**src/rtl/uart_tx_pkg.sv**
```systemverilog
// Shared UART definitions: FSM state encoding, default bit period and frame size.
// The receiver side is expected to import the same package.
package uart_tx_pkg;

  typedef enum logic [1:0] {
    ST_IDLE  = 2'd0,
    ST_START = 2'd1,
    ST_DATA  = 2'd2,
    ST_STOP  = 2'd3
  } uart_state_t;

  localparam int unsigned CLKS_PER_BIT_DEFAULT = 217;  // 25 MHz / 115200 baud
  localparam int unsigned FRAME_BITS           = 10;   // start + 8 data + stop

endpackage

```
**src/rtl/uart_tx_baud_tick.sv**
```systemverilog
// Bit-period counter: counts 0..CLKS_PER_BIT-1 and pulses TICK on the terminal count.
// CLR restarts the period from zero on the next edge.
module baud_tick
  import uart_tx_pkg::*;
#(
  parameter int unsigned CLKS_PER_BIT = CLKS_PER_BIT_DEFAULT
) (
  input  logic CLK,
  input  logic RST_N,
  input  logic CLR,
  output logic TICK
);

  localparam int unsigned        CNT_W = $clog2(CLKS_PER_BIT);
  localparam logic [CNT_W-1:0]   TERM  = CNT_W'(CLKS_PER_BIT - 1);

  logic [CNT_W-1:0] cnt_q;

  assign TICK = (cnt_q == TERM);

  always_ff @(posedge CLK or negedge RST_N) begin
    if (!RST_N) begin
      cnt_q <= '0;
    end else if (CLR || TICK) begin
      cnt_q <= '0;
    end else begin
      cnt_q <= cnt_q + 1'b1;
    end
  end

endmodule

```
**src/rtl/uart_tx.sv**
```systemverilog
// 8N1 UART transmitter, LSB first, with a READY/LOAD byte handshake.
// TX and READY are registered from the next-state values so they change on the accepting edge.
module uart_tx
  import uart_tx_pkg::*;
#(
  parameter int unsigned CLKS_PER_BIT = CLKS_PER_BIT_DEFAULT
) (
  input  logic       CLK,
  input  logic       RST_N,
  input  logic [7:0] DATA,
  input  logic       LOAD,
  output logic       READY,
  output logic       TX
);

  uart_state_t state_q, state_d;
  logic [7:0]  shift_q, shift_d;
  logic [2:0]  bit_q, bit_d;
  logic        tx_q, tx_d;
  logic        ready_q;
  logic        tick;
  logic        clr;

  // Every state change restarts the bit period.
  assign clr = (state_d != state_q);

  baud_tick #(
    .CLKS_PER_BIT(CLKS_PER_BIT)
  ) u_baud_tick (
    .CLK  (CLK),
    .RST_N(RST_N),
    .CLR  (clr),
    .TICK (tick)
  );

  always_comb begin
    state_d = state_q;
    shift_d = shift_q;
    bit_d   = bit_q;
    case (state_q)
      ST_IDLE: begin
        if (LOAD) begin
          shift_d = DATA;
          bit_d   = '0;
          state_d = ST_START;
        end
      end
      ST_START: begin
        if (tick) state_d = ST_DATA;
      end
      ST_DATA: begin
        if (tick) begin
          shift_d = shift_q >> 1;
          bit_d   = bit_q + 3'd1;
          if (bit_q == 3'd7) state_d = ST_STOP;
        end
      end
      ST_STOP: begin
        if (tick) state_d = ST_IDLE;
      end
      default: state_d = ST_IDLE;
    endcase
  end

  always_comb begin
    tx_d = 1'b1;
    case (state_d)
      ST_START: tx_d = 1'b0;
      ST_DATA:  tx_d = shift_d[0];
      default:  tx_d = 1'b1;
    endcase
  end

  always_ff @(posedge CLK or negedge RST_N) begin
    if (!RST_N) begin
      state_q <= ST_IDLE;
      shift_q <= '0;
      bit_q   <= '0;
      tx_q    <= 1'b1;
      ready_q <= 1'b1;
    end else begin
      state_q <= state_d;
      shift_q <= shift_d;
      bit_q   <= bit_d;
      tx_q    <= tx_d;
      ready_q <= (state_d == ST_IDLE);
    end
  end

  assign TX    = tx_q;
  assign READY = ready_q;

endmodule

```
**config.mk**
```make
export PLATFORM = sky130hd
export DESIGN_NAME = uart_tx
export DESIGN_NICKNAME = d
export VERILOG_FILES = /design/src/rtl/uart_tx_pkg.sv /design/src/rtl/uart_tx_baud_tick.sv /design/src/rtl/uart_tx.sv
export SDC_FILE = /design/constraint.sdc
export NUM_CORES = 1
export LEC_CHECK = 0
export ABC_AREA = 1
export CAP_MARGIN = 5
export CORE_ASPECT_RATIO = 0.6
export CORE_MARGIN = 3
export CORE_UTILIZATION = 44
export CTS_CLUSTER_DIAMETER = 150
export DETAILED_ROUTE_END_ITERATION = 8
export PLACE_DENSITY = 0.62
export SKIP_LAST_GASP = 1
export SYNTH_ARGS = -nofsm -noshare
export SYNTH_HDL_FRONTEND = slang
export SYNTH_HIERARCHICAL = 1
export SYNTH_SLANG_ARGS = --single-unit
```
**constraint.sdc**
```tcl
create_clock -name CLK -period 3.1 [get_ports CLK]
set_clock_uncertainty 0.2 [all_clocks]
set_input_delay 0.31 -clock CLK [delete_from_list [all_inputs] [get_ports CLK]]
set_output_delay 0.31 -clock CLK [all_outputs]
set_load 0.02 [all_outputs]
```
# == Word level (Yosys, flattened, before mapping) ==
# Cells that the tools add are included.
# totals
word_cells,38
romBits,0
latchBits,0
mem_count,0
ramBits,0
regBits,23
inputBits,11
output_inout_bits,2
# classes
n_reduce_logical,5
order_cmp,0
multipliers,0
n_div,0
muxes,14
n_addsub,2
bitwise_logic,0
n_eq_ne,10
shift,0
# ops
cell,n
$mux 8,3
$pmux 8 s2,1
$mux 2,5
$add 8x1->8 const B,1
$eq 8x8->1 const B,1
$pmux 2 s4,1
$eq 2x2->1 const B,3
$mux 3,2
$pmux 3 s2,1
$eq 2x1->1 const B,2
$logic_not 2->1,2
$add 3x1->3 const B,1
$eq 3x3->1 const B,1
$reduce_and 3->1,1
$ne 2x1->1 const B,1
$ne 2x2->1,1
$ne 2x2->1 const B,1
$pmux 1 s2,1
$reduce_bool 2->1,1
$logic_or 1x1->1,1

# == Longest topological paths before layout ==
# Gate-level depths: netlist (run 1).
# logic_depth
word_depth,7
mapped_depth,14

# == Modules after synthesis ==
# The synthesis (run 1) kept the hierarchy.
# by_module_without_submodules
module,area_each_um2,cells_each,instances
uart_tx,750.7,90,1
baud_tick,447.9,59,1

# == Worst setup path after synthesis (run 1) ==
# Ideal clock, no wire load.
# synth_timing
path_kind,register to register
startpoint,register u_baud_tick.cnt_q[0]
endpoint,register u_baud_tick.cnt_q[5]
stages_incl_launch_ff,15
period_less_slack_ns,1.969
setup_ns,0.118
t_arrival_ns,1.651
slack_ns,1.131
path_cell_list,dfrtp_1 inv_1 ha_1 nand2_1 nor2_1 nand3b_2 inv_1 nor2_1 nor2_1 nand2_1 nand2_2 xor2_1 inv_1 nand2_4 nor2_1
# synth_via
elab_chain_len,6
elab_cells_between_ends,9
classes_between,add/sub (1); eq/ne (2); mux (5); reduce/logical (1)
# synth_lines
element,line_no,rtl
from (decl),uart_tx_baud_tick.sv:17,logic [CNT_W-1:0] cnt_q;
from (signal assigned),uart_tx_baud_tick.sv:27,cnt_q <= cnt_q + 1'b1;
$eq 8x8->1 (*),uart_tx_baud_tick.sv:19,assign TICK = (cnt_q == TERM);
via tick,uart_tx.sv:21,logic tick;
"$mux 2, on equally long branches","uart_tx.sv:59, uart_tx.sv:52, uart_tx.sv:49",
$pmux 2 s4 (*),uart_tx.sv:40,case (state_q)
$ne 2x2->1 (*),uart_tx.sv:25,assign clr = (state_d != state_q);
via clr,uart_tx.sv:22,logic clr;
$logic_or 1x1->1 (*),uart_tx_baud_tick.sv:24,end else if (CLR || TICK) begin
$mux 8 (*),uart_tx_baud_tick.sv:24,
# The timed path passes the listed nets; every way through them passes the cells marked *.
# A chain may end at the register's enable or synchronous reset.

# == Worst setup path in the final report (run 1) ==
# layout_timing
startpoint,register u_baud_tick.cnt_q[0]
endpoint,register u_baud_tick.cnt_q[6]
# The elaborated chain is that of the path after synthesis.

==> impl_results.md, run 1 <==
- Max-capacitance violation count: 0
- Remaining DRCs: 0
- Clock slew at the register clock pins of the worst setup and hold paths: 80 ps
- Buffers & Inverters on Critical Path: 3
- YS warnings: 6
- Detailed-placement wirelength estimate: 1900 um
- Starting Density: 50.5%
- Max Root-Sink Buffers: 2
- Hold bufs inserted after CTS: 0
- Share of synthesized area occupied by flip-flops and latches: 48.2%
- H-tree lvl count: 1
- Relative contribution of sequential cells to total power: 47.5%
- Startpoint of the worst register-to-register path: u_baud_tick/cnt_q[0]$_DFF_PN0_
- Pin count of the biggest net entering global routing: 24
- Fraction of registers with async set/reset: 100%
- Source-to-sink clock delay at the later pin of the worst-skew pair: 260 ps
- Vias in the first global route: 937
- Port-buffer cells: 12
- First drt pass iteration count: 4
- Final critical delay including setup and external delays: 2250 ps
- Largest delay share family, worst path: simple AND/OR/NAND/NOR gates
- Antenna cell count: 0
- Initial antenna violation count: 0
- Routability cong.: 0.874
- Fraction of power spent switching nets: 38.2%
- Slowest Stage Delay on Critical Path: 420 ps
- Class of the worst hold path: in -> async
- Worst Path Required: 3050 ps
- Row count: 13
- Number of antenna-violating nets in the routed design: 0
- Count of vias placed by the detailed router: 983
- Pin slew with the least headroom to its limit: 409 ps
- Number of buffers created by CTS: 3
- End of the worst register-to-register path: u_baud_tick/cnt_q[6]$_DFF_PN0_
- Comb pwr share: 34.2%
- Critical path fanouts, max: 8
- Num Clock Sinks: 23
- Endpoint type of the worst setup path: register
- Area share of the largest cell type after synthesis: 43.8%
- Number of synthesized register bits: 23
- Max-Slew Margin vs Limit: 72.7%
- Top flip-flop cell by instance count after synthesis: sky130_fd_sc_hd__dfrtp_1
- Setup Crit Path Kind: reg -> reg
- Arr. time, crit path: 2200 ps
- Maximum vdd ir drop: 0.313 mV
- EDFF count, synth: 0
- Cell internal pwr: 605 uW
- Synthesized area divided by synthesized cell count: 8.04 um^2
- Pins Over Slew Limit: 0
- Setup crit start kind: register
- Worst hold margin: 207 ps
- Final net count: 181
- Total power of the final layout: 979 uW
- Highest attainable clock frequency: 444 MHz
- Clk root buf: sky130_fd_sc_hd__clkbuf_8
- Die area: 3410 um^2
- Layout cell share with drive strength beyond 1: 11.5%
- Average routed wire per standard cell: 12.6 um
- Area overhead of the layout relative to synthesis: 16.7%
- P per Cell Area: 700 nW/um^2
- Cells after Synth: 149
- Final core area utilization: 58.9%
- Clock tree from TritonCTS: done
- Initial detailed-routing violation count: 82
- Post CTS Setup Buffer Count: 0
- Total Wirelength: 2450 um
- Slack of the worst reg-to-reg path: 850 ps
- Sum of negative setup slack: 0 ps
- GRT Total Usage: 17.1%
- Cell types occupying the most area after synthesis: sky130_fd_sc_hd__dfrtp_1 44%, sky130_fd_sc_hd__nand2_1 18%, sky130_fd_sc_hd__nand3_1 5.4%
- Pre-CTS worst setup slack: 921 ps
- Total grt overflow: 0
- Synth cell types: 22
- Vertical die dimension: 46.4 um
- Commonest cells post-synth: 57 x sky130_fd_sc_hd__nand2_1, 21 x sky130_fd_sc_hd__dfrtp_1, 16 x sky130_fd_sc_hd__inv_1
- Cell depth of the worst flop-to-flop path: 14
- Cells resized by post-CTS repair: 0
- Placeable core region: 2370 um^2
- Clock group share of total power: 18.3%
- Final hold violation count: 0
- Die Width: 73.4 um
- Post-synthesis cell area: 1200 um^2
- Wire length of the first global-routing pass: 4350 um
- Unrepaired setup endpoints after global routing: false
- Lkg Pwr: 0.695 nW
- Library cell with the largest summed area after synthesis: sky130_fd_sc_hd__dfrtp_1
- Synth Net Count: 164
- Switching power: 374 uW
- I/O pins: 13
- Portion of the clock cycle consumed by the worst path in the final layout: 72.6%
- Min setup slack post-route: 849 ps
- Final setup violating endpoints: 0
- Vias per cell: 5.04
- Cell type of the slowest stage on the worst timing path: sky130_fd_sc_hd__dfrtp_1
- Most instantiated library cell after synthesis: sky130_fd_sc_hd__nand2_1
- Status: completed
- Critical path cell sequence: inv_1 -> ha_1 -> nand2_1 -> nor2_1 -> nand3b_2 -> inv_1 -> nor2_1 -> nor2_1 -> nand2_1 -> nand2_2 -> xor2_1 -> inv_1 -> nand2_4 -> nor2_2
-- sequential cells by signal, summed over array words and instances, names as in the netlist --
signal and cells:
u_baud_tick/cnt_q 8, READY 1, bit_q 3, shift_q 8, state_q 2, TX 1
-- metrics by stage --
stage	area, um^2	instances
floorplan	1200	149
global placement	1350	191
detailed placement	1350	191
CTS	1400	195
global route	1400	195
finish	1400	195
-- how the worst max path moves through the flow --
stage | start | endpoint | slack (ps) | depth (start not counted)
2_1_floorplan | u_baud_tick/cnt_q[0]$_DFF_PN0_ | u_baud_tick/cnt_q[5]$_DFF_PN0_ | 1130 | 14
3_3_place_gp | u_baud_tick/cnt_q[0]$_DFF_PN0_ | u_baud_tick/cnt_q[7]$_DFF_PN0_ | 1010 | 14
3_5_place_dp | u_baud_tick/cnt_q[0]$_DFF_PN0_ | u_baud_tick/cnt_q[5]$_DFF_PN0_ | 920 | 14
4_1_cts | u_baud_tick/cnt_q[0]$_DFF_PN0_ | u_baud_tick/cnt_q[6]$_DFF_PN0_ | 890 | 14
5_1_grt | u_baud_tick/cnt_q[0]$_DFF_PN0_ | u_baud_tick/cnt_q[6]$_DFF_PN0_ | 660 | 14
6_report | u_baud_tick/cnt_q[0]$_DFF_PN0_ | u_baud_tick/cnt_q[6]$_DFF_PN0_ | 850 | 14
-- cell usage in the layout (no fill, tap or decap) --
master,instances
sky130_fd_sc_hd__nand3_1,13
sky130_fd_sc_hd__buf_4,1
sky130_fd_sc_hd__dfrtp_1,21
sky130_fd_sc_hd__a22oi_1,1
sky130_fd_sc_hd__ha_1,4
sky130_fd_sc_hd__nand2_1,57
sky130_fd_sc_hd__inv_2,1
sky130_fd_sc_hd__dfstp_2,2
sky130_fd_sc_hd__clkdlybuf4s50_1,12
sky130_fd_sc_hd__nand3b_2,1
sky130_fd_sc_hd__nor2_4,2
sky130_fd_sc_hd__clkinv_2,1
sky130_fd_sc_hd__nor3_4,1
sky130_fd_sc_hd__xor2_1,2
sky130_fd_sc_hd__nand2_4,1
sky130_fd_sc_hd__o21ai_0,2
sky130_fd_sc_hd__nor2_2,4
sky130_fd_sc_hd__o211ai_1,1
sky130_fd_sc_hd__o31ai_1,1
sky130_fd_sc_hd__inv_1,16
sky130_fd_sc_hd__nand4_1,1
sky130_fd_sc_hd__nor2_1,14
sky130_fd_sc_hd__xnor2_1,1
sky130_fd_sc_hd__clkbuf_8,3
sky130_fd_sc_hd__nand2_2,2
-- layer usage --
layer  up-vias  track usage [%]  routed length, um
met5         -                0                  0
met4         0             3.97                 29
met3         4             4.79                123
met2        25             26.6               1050
met1       464             23.7               1250
li1        490                -                  -
-- power by group through the flow --
| stage | clock network, mW | logic, mW | registers (mW) |
|---|---|---|---|
| 2_1_floorplan | 0 | 0.258 | 0.450 |
| 5_1_grt | 0.198 | 0.375 | 0.479 |
| 4_1_cts | 0.185 | 0.334 | 0.466 |
| 6_report | 0.179 | 0.335 | 0.465 |
| 3_3_place_gp | 0 | 0.320 | 0.467 |
| 3_5_place_dp | 0 | 0.332 | 0.471 |
-- cell type report --
| cell class | count | area (um^2) |
|---|---|---|
| fill | 224 | 976 |
| sequential | 23 | 578 |
| multi-input combinational | 108 | 546 |
| timing repair buffer | 13 | 128 |
| inverter | 17 | 63.8 |
| clock buffer | 3 | 41.3 |
| tap | 30 | 37.5 |
| clock inverter | 1 | 5.00 |
-- cells by family after synthesis --
family | synth area share (%)
AOI/OAI and AO/OA | 2.71
xor gates and xnor gates | 2.19
adders and majority gates | 4.18
buffers and inverters | 6.26
DFF | 48.2
and+or+nand+nor | 36.4
Power figures use the tool's default switching activity.
==> run 2: changes to the inputs <==
--- a/config.mk
+++ b/config.mk
@@ -12,7 +12,7 @@
 export CORE_UTILIZATION = 44
 export CTS_CLUSTER_DIAMETER = 150
 export DETAILED_ROUTE_END_ITERATION = 8
-export PLACE_DENSITY = 0.62
+export PLACE_DENSITY = 0.64
 export SKIP_LAST_GASP = 1
 export SYNTH_ARGS = -nofsm -noshare
 export SYNTH_HDL_FRONTEND = slang
==> constraint.sdc (replaced) <==
create_clock -name CLK -period 1.95 [get_ports CLK]
set_clock_uncertainty 0.2 [all_clocks]
set_input_delay 0.195 -clock CLK [delete_from_list [all_inputs] [get_ports CLK]]
set_output_delay 0.195 -clock CLK [all_outputs]
set_load 0.02 [all_outputs]
==> run 2 against run 1 <==
Sequential share of layout area shrank 4.4 points. Die area did not move. Utilization increased by 7.0 points. Non-clock buffer count is 12 higher. Register-to-register slack worse by 850 ps. Cell area grew 12%. Global-route usage down 0.26 points. First-iteration DRC count down 51%. Largest cell class is now multi-input combinational cells.
==> impl_results.md, run 2 (synthesis gave the netlist of run 1 again) <==
- Status: completed
- Unrepaired setup endpoints after global routing: true
- Final net count: 194 (+7.2%)
- Startpoint of the worst register-to-register path: u_baud_tick/cnt_q[0]$_DFF_PN0_
- Worst Path Required: 1900 ps (-1150 ps)
- Vias per cell: 4.81 (-4.5%)
- Cell depth of the worst flop-to-flop path: 13 (-1)
- Number of filler instances in the final layout: 195 (-13%)
- Die Width: 73.4 um (unchanged)
- Critical path fanouts, max: 8 (unchanged)
- I/O pins: 13 (unchanged)
- Setup crit start kind: register
- Portion of the clock cycle consumed by the worst path in the final layout: 100% (+27 points)
- Source-to-sink clock delay at the later pin of the worst-skew pair: 260 ps (about the same)
- Lkg Pwr: 0.752 nW (+8.2%)
- Leading cell types in the layout, fill and taps excluded: 56 x sky130_fd_sc_hd__nand2_1, 21 x sky130_fd_sc_hd__dfrtp_1, 13 x sky130_fd_sc_hd__inv_1, 13 x sky130_fd_sc_hd__nand3_1
- Routability cong.: 0.818 (-6.4%)
- Average routed wire per standard cell: 11.9 um (-5.8%)
- Port-buffer cells: 12 (unchanged)
- Vertical die dimension: 46.4 um (unchanged)
- Worst hold margin: 72.2 ps (-134 ps)
- Clk root buf: sky130_fd_sc_hd__clkbuf_8
- Clock tree from TritonCTS: done
- Max-Slew Margin vs Limit: 66.6% (-6.1 points)
- GRT Total Usage: 16.8% (-0.26 points)
- Min setup slack post-route: 0.326 ps (-848 ps)
- Slack of the worst reg-to-reg path: 0.3 ps (-850 ps)
- Num Clock Sinks: 23 (unchanged)
- Switching power: 673 uW (+80%)
- Detailed-placement wirelength estimate: 1710 um (-9.9%)
- Number of buffers created by CTS: 3 (unchanged)
- Dpl cell area: 1410 um^2 (+3.9%)
- Count of vias placed by the detailed router: 1001 (+1.8%)
- Footprint of the multi-input gates: 616 um^2 (+13%)
- Critical path cell sequence: inv_2 -> ha_4 -> nand2_2 -> nor2_4 -> nand3b_4 -> inv_4 -> nand4_1 -> nand2_1 -> nand2_2 -> xor2_1 -> inv_1 -> nand2_4 -> nor2_1
- Total Wirelength: 2470 um (+0.49%)
- Final setup violating endpoints: 0 (unchanged)
- Post-route design area: 1560 um^2 (+12%)
- Cell internal pwr: 1.07 mW (+77%)
- Placed Cells: 198 (+3.7%)
- End of the worst register-to-register path: u_baud_tick/cnt_q[2]$_DFF_PN0_
- Buffers & Inverters on Critical Path: 3 (unchanged)
- Die area: 3410 um^2 (unchanged)
- Class of the worst hold path: in -> async
- Total power of the final layout: 1.74 mW (+78%)
- H-tree lvl count: 1 (unchanged)
- Pins Over Slew Limit: 0 (unchanged)
- Vias in the first global route: 948 (+1.2%)
- Critical path's most frequent cell: sky130_fd_sc_hd__nand2_2
- Largest delay share family, worst path: simple AND/OR/NAND/NOR gates
- Antenna cell count: 0 (unchanged)
- Final instance count without filler cells: 208 (+6.7%)
- Number of antenna-violating nets in the routed design: 0 (unchanged)
- Slowest Stage Delay on Critical Path: 400 ps (-20 ps)
- Final critical delay including setup and external delays: 1950 ps (-302 ps)
- Cell type of the slowest stage on the worst timing path: sky130_fd_sc_hd__dfrtp_1
- Area overhead of the layout relative to synthesis: 30.5%
- Registers with the most flip-flops: shift_q x8, u_baud_tick/cnt_q x8, bit_q x3
- Initial detailed-routing violation count: 40 (-51%)
- Pre-CTS worst setup slack: 4.55 ps (-916 ps)
- Initial antenna violation count: 0 (unchanged)
- Highest attainable clock frequency: 513 MHz (+15%)
- Starting Density: 50.5% (unchanged)
- Arr. time, crit path: 1900 ps (-300 ps)
- Clock slew at the register clock pins of the worst setup and hold paths: 80 ps (about the same)
- Relative contribution of sequential cells to total power: 41.7% (-5.8 points)
- Placeable core region: 2370 um^2 (unchanged)
- Wire length of the first global-routing pass: 4280 um (-1.7%)
- Setup Crit Path Kind: reg -> reg
- First drt pass iteration count: 4 (unchanged)
- Layout cell share with drive strength beyond 1: 24.7% (+13 points)
- Remaining DRCs: 0 (unchanged)
- Leading cell type in the layout, fill and taps excluded: sky130_fd_sc_hd__nand2_1
- Fraction of power spent switching nets: 38.6% (+0.41 points)
- Row count: 13 (unchanged)
- Max Root-Sink Buffers: 2 (unchanged)
- Endpoint type of the worst setup path: register
- P per Cell Area: 1120 nW/um^2 (+59%)
- Total grt overflow: 0 (unchanged)
- Comb pwr share: 41.6% (+7.4 points)
- Max-capacitance violation count: 0 (unchanged)
- Final hold violation count: 0 (unchanged)
- Clock group share of total power: 16.6% (-1.7 points)
- Pin count of the biggest net entering global routing: 24 (unchanged)
- Storage cell area: 578 um^2 (unchanged)
- Maximum vdd ir drop: 0.690 mV (+120%)
- Pin slew with the least headroom to its limit: 500 ps (+90.5 ps)
## run 2: changes by cell type in the layout (fill, tap and decap cells not counted), sizes merged
cell,previous run,this run
buf,1,13
clkbuf,3,4
clkinv,1,0
nor2,20,21
## run 2: power by group through the flow
stage / registers [mW] / logic (mW) / clock network, mW
final: 0.728 / 0.726 / 0.290
after global placement: 0.727 / 0.556 / 0
after detailed placement: 0.732 / 0.579 / 0
after CTS: 0.725 / 0.661 / 0.303
after floorplan: 0.716 / 0.409 / 0
after global routing: 0.746 / 0.820 / 0.318
## run 2: final cells by class
| type | count | share of cell area [%] |
|---|---|---|
| Tap cell | 30 | 2.40 |
| Sequential cell | 23 | 37.0 |
| Multi-Input combinational cell | 109 | 39.4 |
| Clock buffer | 4 | 2.88 |
| Timing Repair Buffer | 25 | 14.2 |
| Inverter | 17 | 4.24 |
## run 2: worst max-delay path by stage
stage	depth (start not counted)	slack, ps	to	start
2_1_floorplan	14	30	u_baud_tick/cnt_q[5]$_DFF_PN0_	u_baud_tick/cnt_q[0]$_DFF_PN0_
3_3_place_gp	14	90	u_baud_tick/cnt_q[7]$_DFF_PN0_	u_baud_tick/cnt_q[0]$_DFF_PN0_
3_5_place_dp	14	5	u_baud_tick/cnt_q[5]$_DFF_PN0_	u_baud_tick/cnt_q[0]$_DFF_PN0_
4_1_cts	14	1	u_baud_tick/cnt_q[7]$_DFF_PN0_	u_baud_tick/cnt_q[1]$_DFF_PN0_
5_1_grt	14	-120	u_baud_tick/cnt_q[1]$_DFF_PN0_	u_baud_tick/cnt_q[0]$_DFF_PN0_
6_report	13	0.3	u_baud_tick/cnt_q[2]$_DFF_PN0_	u_baud_tick/cnt_q[0]$_DFF_PN0_
## run 2: what timing repair did
item                                    CTS  global route
cloned                                    0             1
resized for setup                         7            13
endpoints found under the setup margin    5            20
hold buffers                              0             0
pin swaps                                 7            10
buffers inserted                          4             1
## run 2: stage by stage
stage	utilization, %	TNS, ps
global placement	59.2	0
detailed placement	59.2	0
finish	65.9	0
floorplan	-	0
CTS	63.3	0
global route	65.9	-1640
## run 2: routing by layer
layer / routed length (um) / vias to the layer above / track usage, %
met5: 0 / - / 0
met4: 8 / 0 / 3.61
met3: 117 / 2 / 4.58
met2: 1120 / 18 / 25.9
met1: 1220 / 459 / 23.8
li1: - / 522 / -
